### src/rtl/synapse_pkg.sv
// -----------------------------------------------------------------------------
// synapse_pkg
// Shared types and constants for the synapse scheduler block.
//   cur_t        : 18-bit two's complement synapse current / weight type
//   CUR_MAX/MIN  : clamp bounds used when SYN_SATURATE_EN is defined
//   state_t      : scheduler FSM state encoding
// -----------------------------------------------------------------------------
package synapse_pkg;

    localparam int CUR_W = 18;

    typedef logic signed [CUR_W-1:0] cur_t;

    localparam cur_t CUR_MAX = 18'sh1FFFF;   //  131071
    localparam cur_t CUR_MIN = 18'sh20000;   // -131072

    typedef enum logic [2:0] {
        ST_IDLE  = 3'd0,
        ST_DECAY = 3'd1,
        ST_ACCUM = 3'd2,
        ST_WAIT  = 3'd3,
        ST_WRITE = 3'd4,
        ST_DONE  = 3'd5
    } state_t;

endpackage

### src/rtl/synapse_sat_add.sv
// -----------------------------------------------------------------------------
// synapse_sat_add
// Single 18-bit two's complement adder/subtractor shared by the decay and
// accumulate steps of the scheduler.
//   a, b : signed 18-bit operands
//   sub  : 1 -> y = a - b, 0 -> y = a + b
//   y    : signed 18-bit result
// Build option: SYN_SATURATE_EN defined -> result clamps to [CUR_MIN, CUR_MAX];
// undefined (default) -> result wraps modulo 2^18.
// -----------------------------------------------------------------------------
module synapse_sat_add
    import synapse_pkg::*;
(
    input  logic signed [17:0] a,
    input  logic signed [17:0] b,
    input  logic               sub,
    output logic signed [17:0] y
);

`ifdef SYN_SATURATE_EN
    // One guard bit: overflow shows up as the top two bits disagreeing.
    logic signed [18:0] wide;

    assign wide = sub ? ({a[17], a} - {b[17], b}) : ({a[17], a} + {b[17], b});

    always_comb begin
        if (wide[18] != wide[17]) begin
            y = wide[18] ? CUR_MIN : CUR_MAX;
        end else begin
            y = wide[17:0];
        end
    end
`else
    assign y = sub ? (a - b) : (a + b);
`endif

endmodule

### src/rtl/synapse_scheduler.sv
// -----------------------------------------------------------------------------
// synapse_scheduler
// Per-timestep synapse current update. On an accepted tick every synapse i is
// decayed (v - v>>>DECAY_SHIFT), the weight of each active presynaptic input is
// fetched from an external memory and accumulated, and the result is written
// back and reported on cur_valid/cur_idx/cur_val.
//
// Ports
//   clock      : sole clock, rising edge
//   reset      : synchronous, active-high
//   tick       : start one timestep (accepted only in IDLE)
//   spikes     : presynaptic spike vector, sampled on the accepted tick
//   wt_rd      : weight read strobe (combinational, ACCUM cycles only)
//   wt_addr    : weight address i*NUM_PRE + j, holds last value when idle
//   wt_data    : weight, valid exactly one cycle after wt_rd
//   busy       : high from the cycle after an accepted tick until done
//   done       : one-cycle pulse at end of timestep
//   cur_valid  : one-cycle pulse per synapse write-back
//   cur_idx    : index of written synapse
//   cur_val    : new current of written synapse
//   overrun    : sticky, set by a tick arriving while not IDLE
//   fsm_state  : current FSM state (debug visibility, encoding of state_t)
//
// Handshake: wt_rd is a one-cycle request with no back-pressure; the memory
// must present wt_data on the cycle immediately following the strobe.
//
// Build option: SYN_SATURATE_EN (see synapse_sat_add) selects saturating
// arithmetic; default is wrapping.
// -----------------------------------------------------------------------------
module synapse_scheduler
    import synapse_pkg::*;
#(
    parameter int NUM_SYN     = 8,
    parameter int NUM_PRE     = 3,
    parameter int DECAY_SHIFT = 4
) (
    input  logic                               clock,
    input  logic                               reset,
    input  logic                               tick,
    input  logic [NUM_PRE-1:0]                 spikes,
    output logic                               wt_rd,
    output logic [$clog2(NUM_SYN*NUM_PRE)-1:0] wt_addr,
    input  logic signed [17:0]                 wt_data,
    output logic                               busy,
    output logic                               done,
    output logic                               cur_valid,
    output logic [$clog2(NUM_SYN)-1:0]         cur_idx,
    output logic signed [17:0]                 cur_val,
    output logic                               overrun,
    output logic [2:0]                         fsm_state
);

    localparam int ADDR_W = $clog2(NUM_SYN*NUM_PRE);
    localparam int IDX_W  = $clog2(NUM_SYN);
    localparam int J_W    = $clog2(NUM_PRE+1);

    state_t             state;
    cur_t               v [NUM_SYN];
    cur_t               acc;
    logic [IDX_W-1:0]   i;
    logic [J_W-1:0]     j;
    logic [NUM_PRE-1:0] spikes_q;
    logic [ADDR_W-1:0]  addr_q;

    // Shared adder operands: DECAY computes v[i] - (v[i] >>> DECAY_SHIFT),
    // WAIT computes acc + wt_data.
    cur_t               add_a;
    cur_t               add_b;
    logic               add_sub;
    cur_t               add_y;
    cur_t               v_i;

    logic [NUM_PRE-1:0] spk_sh;
    logic               spk_j;
    logic               j_end;
    logic [ADDR_W-1:0]  rd_addr;

    assign v_i     = v[i];
    // Shift rather than index so j == NUM_PRE never addresses past the vector.
    assign spk_sh  = spikes_q >> j;
    assign spk_j   = spk_sh[0];
    assign j_end   = (j == J_W'(NUM_PRE));
    assign rd_addr = ADDR_W'(i) * ADDR_W'(NUM_PRE) + ADDR_W'(j);

    always_comb begin
        add_a   = acc;
        add_b   = wt_data;
        add_sub = 1'b0;
        if (state == ST_DECAY) begin
            add_a   = v_i;
            add_b   = v_i >>> DECAY_SHIFT;
            add_sub = 1'b1;
        end
    end

    synapse_sat_add u_add (
        .a   (add_a),
        .b   (add_b),
        .sub (add_sub),
        .y   (add_y)
    );

    // The strobe must coincide with the ACCUM cycle so data lands in WAIT;
    // the address register only remembers the last issued address.
    assign wt_rd     = (state == ST_ACCUM) && !j_end && spk_j;
    assign wt_addr   = wt_rd ? rd_addr : addr_q;
    assign fsm_state = state;

    always_ff @(posedge clock) begin
        if (reset) begin
            state     <= ST_IDLE;
            acc       <= '0;
            i         <= '0;
            j         <= '0;
            spikes_q  <= '0;
            addr_q    <= '0;
            busy      <= 1'b0;
            done      <= 1'b0;
            cur_valid <= 1'b0;
            cur_idx   <= '0;
            cur_val   <= '0;
            overrun   <= 1'b0;
            for (int k = 0; k < NUM_SYN; k++) begin
                v[k] <= '0;
            end
        end else begin
            done      <= 1'b0;
            cur_valid <= 1'b0;

            if (tick && (state != ST_IDLE)) begin
                overrun <= 1'b1;
            end
            if (wt_rd) begin
                addr_q <= rd_addr;
            end

            case (state)
                ST_IDLE: begin
                    if (tick) begin
                        spikes_q <= spikes;
                        i        <= '0;
                        busy     <= 1'b1;
                        state    <= ST_DECAY;
                    end
                end
                ST_DECAY: begin
                    acc   <= add_y;
                    j     <= '0;
                    state <= ST_ACCUM;
                end
                ST_ACCUM: begin
                    if (j_end) begin
                        state <= ST_WRITE;
                    end else if (spk_j) begin
                        state <= ST_WAIT;
                    end else begin
                        j <= j + 1'b1;
                    end
                end
                ST_WAIT: begin
                    acc   <= add_y;
                    j     <= j + 1'b1;
                    state <= ST_ACCUM;
                end
                ST_WRITE: begin
                    v[i]      <= acc;
                    cur_idx   <= i;
                    cur_val   <= acc;
                    cur_valid <= 1'b1;
                    if (i == IDX_W'(NUM_SYN-1)) begin
                        state <= ST_DONE;
                    end else begin
                        i     <= i + 1'b1;
                        state <= ST_DECAY;
                    end
                end
                ST_DONE: begin
                    done  <= 1'b1;
                    busy  <= 1'b0;
                    state <= ST_IDLE;
                end
                default: state <= ST_IDLE;
            endcase
        end
    end

endmodule
### config.mk
export PLATFORM = sky130hd
export DESIGN_NAME = synapse_scheduler
export DESIGN_NICKNAME = d
export VERILOG_FILES = /design/src/rtl/synapse_pkg.sv /design/src/rtl/synapse_sat_add.sv /design/src/rtl/synapse_scheduler.sv
export SDC_FILE = /design/constraint.sdc
export NUM_CORES = 1
export LEC_CHECK = 0
export BUFFER_PORTS_ARGS = -buffer_cell sky130_fd_sc_hd__buf_2
export CORE_MARGIN = 3
export CORE_UTILIZATION = 60
export CTS_CLUSTER_SIZE = 10
export DETAILED_ROUTE_END_ITERATION = 16
export MAX_ROUTING_LAYER = met4
export PLACE_DENSITY = 0.83
export SETUP_SLACK_MARGIN = 0.15
export SYNTH_ARGS = -nofsm -noshare
export SYNTH_HDL_FRONTEND = slang
export SYNTH_SLANG_ARGS = --single-unit
### constraint.sdc
create_clock -name clock -period 4.8 [get_ports clock]
set_input_delay 0.24 -clock clock [delete_from_list [all_inputs] [get_ports clock]]
set_output_delay 0.24 -clock clock [all_outputs]
set_load 0.05 [all_outputs]
Word level (Yosys, flattened, before mapping):

Memory sizes are Yosys's and may differ from the RTL's. A register that Yosys moved wholly into a read port is not among the register bits.
Index checks and enable logic that the tools add are counted.

* register bits: 59
* RAM bits: 144
* bits of input ports: 24
* output and inout port bits: 34
* logic and storage cells: 77
* memories kept: 1

* add/sub/neg operators: 5
* $mul: 1
* equality and inequality tests: 12
* shift operators: 1
* muxes and demuxes: 29
* reductions and logical operators: 16

Memories
* v: depth 8, width 18, rd ports 1, clocked after Yosys merged registers in 1, wr ports 8, RTL line synapse_scheduler.sv:58 `cur_t v [NUM_SYN];`

Operators with widths (count)
* $mux W18: 4
* $mux W3: 9
* $add A18 B18 Y18: 1
* $reduce_or A18 Y1: 1
* $sub A18 B18 Y18: 1
* $pmux W3 S4: 1
* $eq A3 B3 Y1 const B: 3
* $mux W1: 9
* $ne A2 B2 Y1 const B: 4
* $eq A3 B2 Y1 const B: 2
* $pmux W2 S3: 1
* $pmux W3 S2: 1
* $reduce_and A2 Y1: 3
* $reduce_and A3 Y1: 2
* $reduce_bool A3 Y1: 2
* $add A5 B2 Y5: 1
* $mul A3 B2 Y5 const B: 1
* $mux W5: 1
* $mux W2: 2
* $reduce_bool A2 Y1: 2
* $add A3 B1 Y3 const B: 1
* $eq A3 B1 Y1 const B: 1
* $logic_and A1 B1 Y1: 3
* $logic_not A3 Y1: 1
* 7 further kinds: 7

Logic depth before layout (Yosys ltp):

* depth in word-level cells: 6
* depth in mapped cells: 21
* depth with buffers taken out: 17

By module:

Synthesis repeated with hierarchy kept, for this count alone.

* cell total of the unflattened synthesis: 1020
* area, all modules: 10821.6 um^2

Modules (own cells, without submodules)
* synapse_scheduler: instances 1, cells each 850, area each 9601.7 um^2, seq. area each 5565.3 um^2
* synapse_sat_add: instances 1, cells each 170, area each 1219.9 um^2, seq. area each 0.0 um^2

Worst setup path before layout:

OpenSTA, ideal clock, no wires.

* kind: register to register
* start point: reg state[0], in the netlist fsm_state[0]
* end point: reg acc[17]
* setup time: 0.088 ns
* arrival: 4.377 ns
* required time: 4.712 ns
* path slack: 0.335 ns
* stages on the path, launching flop included: 20
* path buffers: 3
* period minus slack after synthesis: 4.465 ns
* cell sequence: dfxtp_1 -> or3b_1 -> clkbuf_1 -> clkbuf_1 -> clkbuf_1 -> a21oi_1 -> ha_1 -> nand3_1 -> nor3_1 -> nor2_1 -> xnor2_1 -> ha_1 -> and4_1 -> and3_1 -> a21oi_1 -> o311ai_0 -> a31o_2 -> a21oi_1 -> nand3_1 -> a311oi_2

* word-level cells in the longest chain between the ends: 4
* elaborated cells between the ends (all ways): 9
* classes of those cells: add/sub (2); eq/ne (2); mux (4); reduce/logical (1)

Ends and longest elaborated chain
* start: declaration: RTL line synapse_scheduler.sv:57 `state_t state;`
* start signal: assignment: RTL line synapse_scheduler.sv:111 `state <= ST_IDLE;`
* start signal: assignment: RTL line synapse_scheduler.sv:143 `state <= ST_DECAY;`
* start signal: assignment: RTL line synapse_scheduler.sv:149 `state <= ST_ACCUM;`
* $eq A3 B1 Y1: RTL line synapse_scheduler.sv:89, synapse_scheduler.sv:137
* $mux W18: RTL line synapse_scheduler.sv:89 `if (state == ST_DECAY) begin`
* $add A18 B18 Y18 / $sub A18 B18 Y18 (equally long branches): RTL line synapse_sat_add.sv:34 `assign y = sub ? (a - b) : (a + b);`
* $mux W18: RTL line synapse_sat_add.sv:34
* end signal: assignment: RTL line synapse_scheduler.sv:147 `acc <= add_y;`
* end signal: assignment: RTL line synapse_scheduler.sv:161 `acc <= add_y;`
* end: declaration: RTL line synapse_scheduler.sv:59 `cur_t acc;`

Several ways; a longest one is shown, not always the timed one.
A chain may end at the register's enable or synchronous reset.

==> flow_metrics.env <==
export IMPL_synthCells=949
export IMPL_fp_dieW_um=140
export IMPL_cts_buffers=25
export IMPL_synthFlopType="edfxtp_1"
export IMPL_grt_pass1_vias=7351
export IMPL_firstDrtPassIters=5
export IMPL_wl_per_cell_um=21.8
export IMPL_yosysSeqAreaShare=0.520
export IMPL_dpl_cell_count=1165
export IMPL_drt_total_wl_um=26400
export IMPL_critPathCaptureType="flip-flop"
export IMPL_cp_data_arrival_time_ns=4.86
export IMPL_cp_top_family="compound AO/OA/AOI/OAI gates"
export IMPL_synth_cell_types=80
export IMPL_rsz0062_at_grt="yes"
export IMPL_critPathMaxFanout=26
export IMPL_clockRootBuffer="clkbuf_16"
export IMPL_vdd_drop_max_v=0.000318
export IMPL_hp_start="tick"
export IMPL_grtUsageTotal=0.275
export IMPL_clk_latency_ns=0.53
export IMPL_synth_enable_flop_cells=144
export IMPL_start_util=0.617
export IMPL_clk_transition_reported_paths_ns=0.06
export IMPL_path_cells="buf_12 > mux4_2 > o22ai_1 > a21oi_1 > nand4b_4 > nor3_2 > xnor2_1 > a21oi_1 > ha_1 > and4_1 > and3_1 > a21oi_1 > o311ai_1 > a31o_2 > a21oi_1 > nand3_1 > a311oi_2"
export IMPL_power_leakage_uw=0.00497
export IMPL_clock_skew_ns=0.0111
export IMPL_synthTopCellsByArea="edfxtp_1 40%, dfxtp_1 12%, and3_1 8.8%"
export IMPL_synth_top_area_share=0.404
export IMPL_stdcell_count=1214
export IMPL_yosys_area_top_type="edfxtp_1"
export IMPL_die_area_mm2=0.0195
export IMPL_critPathBufInv=1
export IMPL_nNetsFinal=1026
export IMPL_ys_ff_latch=206
export IMPL_setup_viol=0
export IMPL_crit_end="acc[17]"
export IMPL_grt_max_degree=68
export IMPL_drv_slew=0
export IMPL_cp_start_kind="flip-flop"
export IMPL_hold_ws_ns=0.00464
export IMPL_ctsLongestPathBuffers=3
export IMPL_worst_path_stages=17
export IMPL_num_vias=7839
export IMPL_chipHeight_um=140
export IMPL_fillers=1222
export IMPL_place_gp_congestion=0.907
export IMPL_critical_path_class="flip-flop to flip-flop"
export IMPL_drcViolationCount=0
export IMPL_yosys_warnings=0
export IMPL_cts_sinks=206
export IMPL_final_seq_area_mm2=0.00557
export IMPL_antenna_found_initial=0
export IMPL_multi_input_area_mm2=0.00469
export IMPL_areaGrowthSynthToFinish_pct=10.6
export IMPL_cts_tree="built"
export IMPL_r2r_setup_slack_ns=0.39
export IMPL_max_freq_ghz=0.227
export IMPL_grt_pass1_wl_um=41300
export IMPL_synthArstFlopShare=0
export IMPL_port_buffers=57
export IMPL_status="finished, final reports clean"
export IMPL_crit_required_ns=5.25
export IMPL_core_area_mm2=0.0174
export IMPL_ant_nets=0
export IMPL_fin_crit_ns=4.41
export IMPL_hpwl_um=16400
export IMPL_rows=48
export IMPL_maxCapViolCount=0
export IMPL_syn_area_per_cell_um2=11.3
export IMPL_hp_class="input port to flip-flop"
export IMPL_power_per_cell_area_mw_per_mm2=357
export IMPL_tightest_slew_ns=1.26
export IMPL_syn_nets=1005
export IMPL_cpMaxStageDelayCell="mux4_2"
export IMPL_vias_per_cell=6.46
export IMPL_reg2reg_depth=17
export IMPL_cpPeakStageDelay_ns=0.51
export IMPL_io_pins=58
export IMPL_ctsHtreeMaxLevel=1
export IMPL_fin_crit_sh=0.920
export IMPL_fin_tns_setup_ns=0
export IMPL_crit_top_cell="a21oi_1"
export IMPL_r2r_end="acc[17]"
export IMPL_hold_viol=0
export IMPL_first_iter_violations=834
export IMPL_synth_area_mm2=0.0107
export IMPL_layout_drive_gt1_share=0.169
export IMPL_max_slew_margin_rel=0.163
export IMPL_overflow=0
export IMPL_diodes=0
## registers in the layout (all words and copies together), names as in the netlist, named ones only
name and flops:
spikes_q 3, fsm_state 3, addr_q 5, i 3, j 2, cur_idx 3
done 1, acc 18, overrun 1, v 144, cur_valid 1, cur_val 18
busy 1
## how the worst min path moves through the flow
stage	to	slack (ns)	cells past startpoint
2_1_floorplan	overrun	0.38	2
3_3_place_gp	cur_val[1]	0.44	2
3_5_place_dp	cur_val[11]	0.45	2
4_1_cts	overrun	0.0001	3
5_1_grt	spikes_q[2]	0.01	3
6_report	overrun	0.005	3
## Yosys cell counts (3+ instances only)
cell      instances
clkbuf_1         74
and2_1            5
nand2b_1          9
a31oi_1           4
edfxtp_1        144
nand3b_1          4
o21ai_0          16
xnor2_1          17
a22o_1            3
ha_1             29
mux2i_1          28
fa_1              3
buf_6             3
a21boi_0          3
buf_2             6
and3_1          151
a21oi_1          69
nor2b_1           8
a31o_2            3
mux4_1            3
nand2_1          99
mux4_2           24
a32oi_2           4
inv_1            15
nand3_1          11
nor3_1           12
a21o_1           14
a32o_1            5
a22oi_1           4
nor3b_1           3
or3_1             3
a211oi_1          3
dfxtp_1          62
xor2_1            7
nor2_1           45
## layout make-up
class                           instances  share of cell area
Multi-Input combinational cell        639               0.396
Clock buffer                           43              0.0594
Timing Repair Buffer                   83              0.0431
Sequential cell                       206               0.470
Tap cell                              225              0.0238
Inverter                               15             0.00475
Clock inverter                          3             0.00285
## cells in the final DEF, fill, tap and decap left out, drive strengths merged, types with 4 or more instances in the layout
cell type / netlist / routed
dfxtp: 62 / 62
nand3: 12 / 12
nor2: 45 / 45
a22oi: 6 / 6
buf: 14 / 81
a31oi: 5 / 5
clkbuf: 75 / 43
edfxtp: 144 / 144
o21ai: 16 / 16
nor2b: 8 / 8
nor3b: 4 / 4
mux2i: 28 / 28
and2: 5 / 5
a21o: 14 / 14
nor3: 15 / 15
a21oi: 69 / 69
nand2b: 11 / 11
nand2: 99 / 99
and3: 151 / 151
xor2: 7 / 7
inv: 15 / 17
a32o: 6 / 6
mux4: 27 / 27
xnor2: 17 / 17
ha: 29 / 29
a32oi: 5 / 5
a31o: 4 / 4
nor4b: 4 / 4
nand3b: 4 / 4
## stage by stage
step | power, µW | util | cell area, µm² | setup slack (ns)
final | 4230 | 0.682 | 11800 | 0.386
after global routing | 4360 | 0.682 | 11800 | 0.0484
after CTS | 4230 | 0.681 | 11800 | 0.193
after detailed placement | 2530 | 0.638 | 11100 | 0.204
after global placement | 2520 | 0.638 | 11100 | 0.335
after floorplan | 2390 | - | 10700 | 0.335
## cell families after synthesis
logic type / Yosys count / synth area share
multiplexers: 55 / 0.0840
XOR/XNOR: 24 / 0.0196
adder cells (fa/ha/maj): 32 / 0.0395
AND/OR/NAND/NOR: 377 / 0.197
buffers and inverters: 104 / 0.0444
AO/OA/AOI/OAI: 151 / 0.0957
flip-flops: 206 / 0.520
## layer usage
metal	vias to the layer above	GRT usage	wire length (µm)
li1	3559	-	-
met1	3776	0.389	10900
met2	443	0.415	12200
met3	61	0.0519	2660
met4	0	0.0714	630
met5	-	-	0
## power by group
| group | switching (µW) | total (µW) | internal [µW] |
|---|---|---|---|
| Clock | 719 | 1720 | 996 |
| Combinational | 290 | 483 | 193 |
| Sequential | 71.3 | 2030 | 1960 |
## tightest hold or removal path, stage by stage
cell	delay, ns
buf_2	0.11
a21oi_1	0.06
nor2_1	0.08
## repair_timing
| action | in CTS | in global routing |
|---|---|---|
| hold buffers | 2 | 0 |
| gates resized for setup | 0 | 5 |
| setup buffers | 0 | 1 |
| hold endpoints to repair | 2 | 0 |
| setup endpoints to repair | 0 | 3 |
Note: power is estimated with default switching activity, not from simulation.
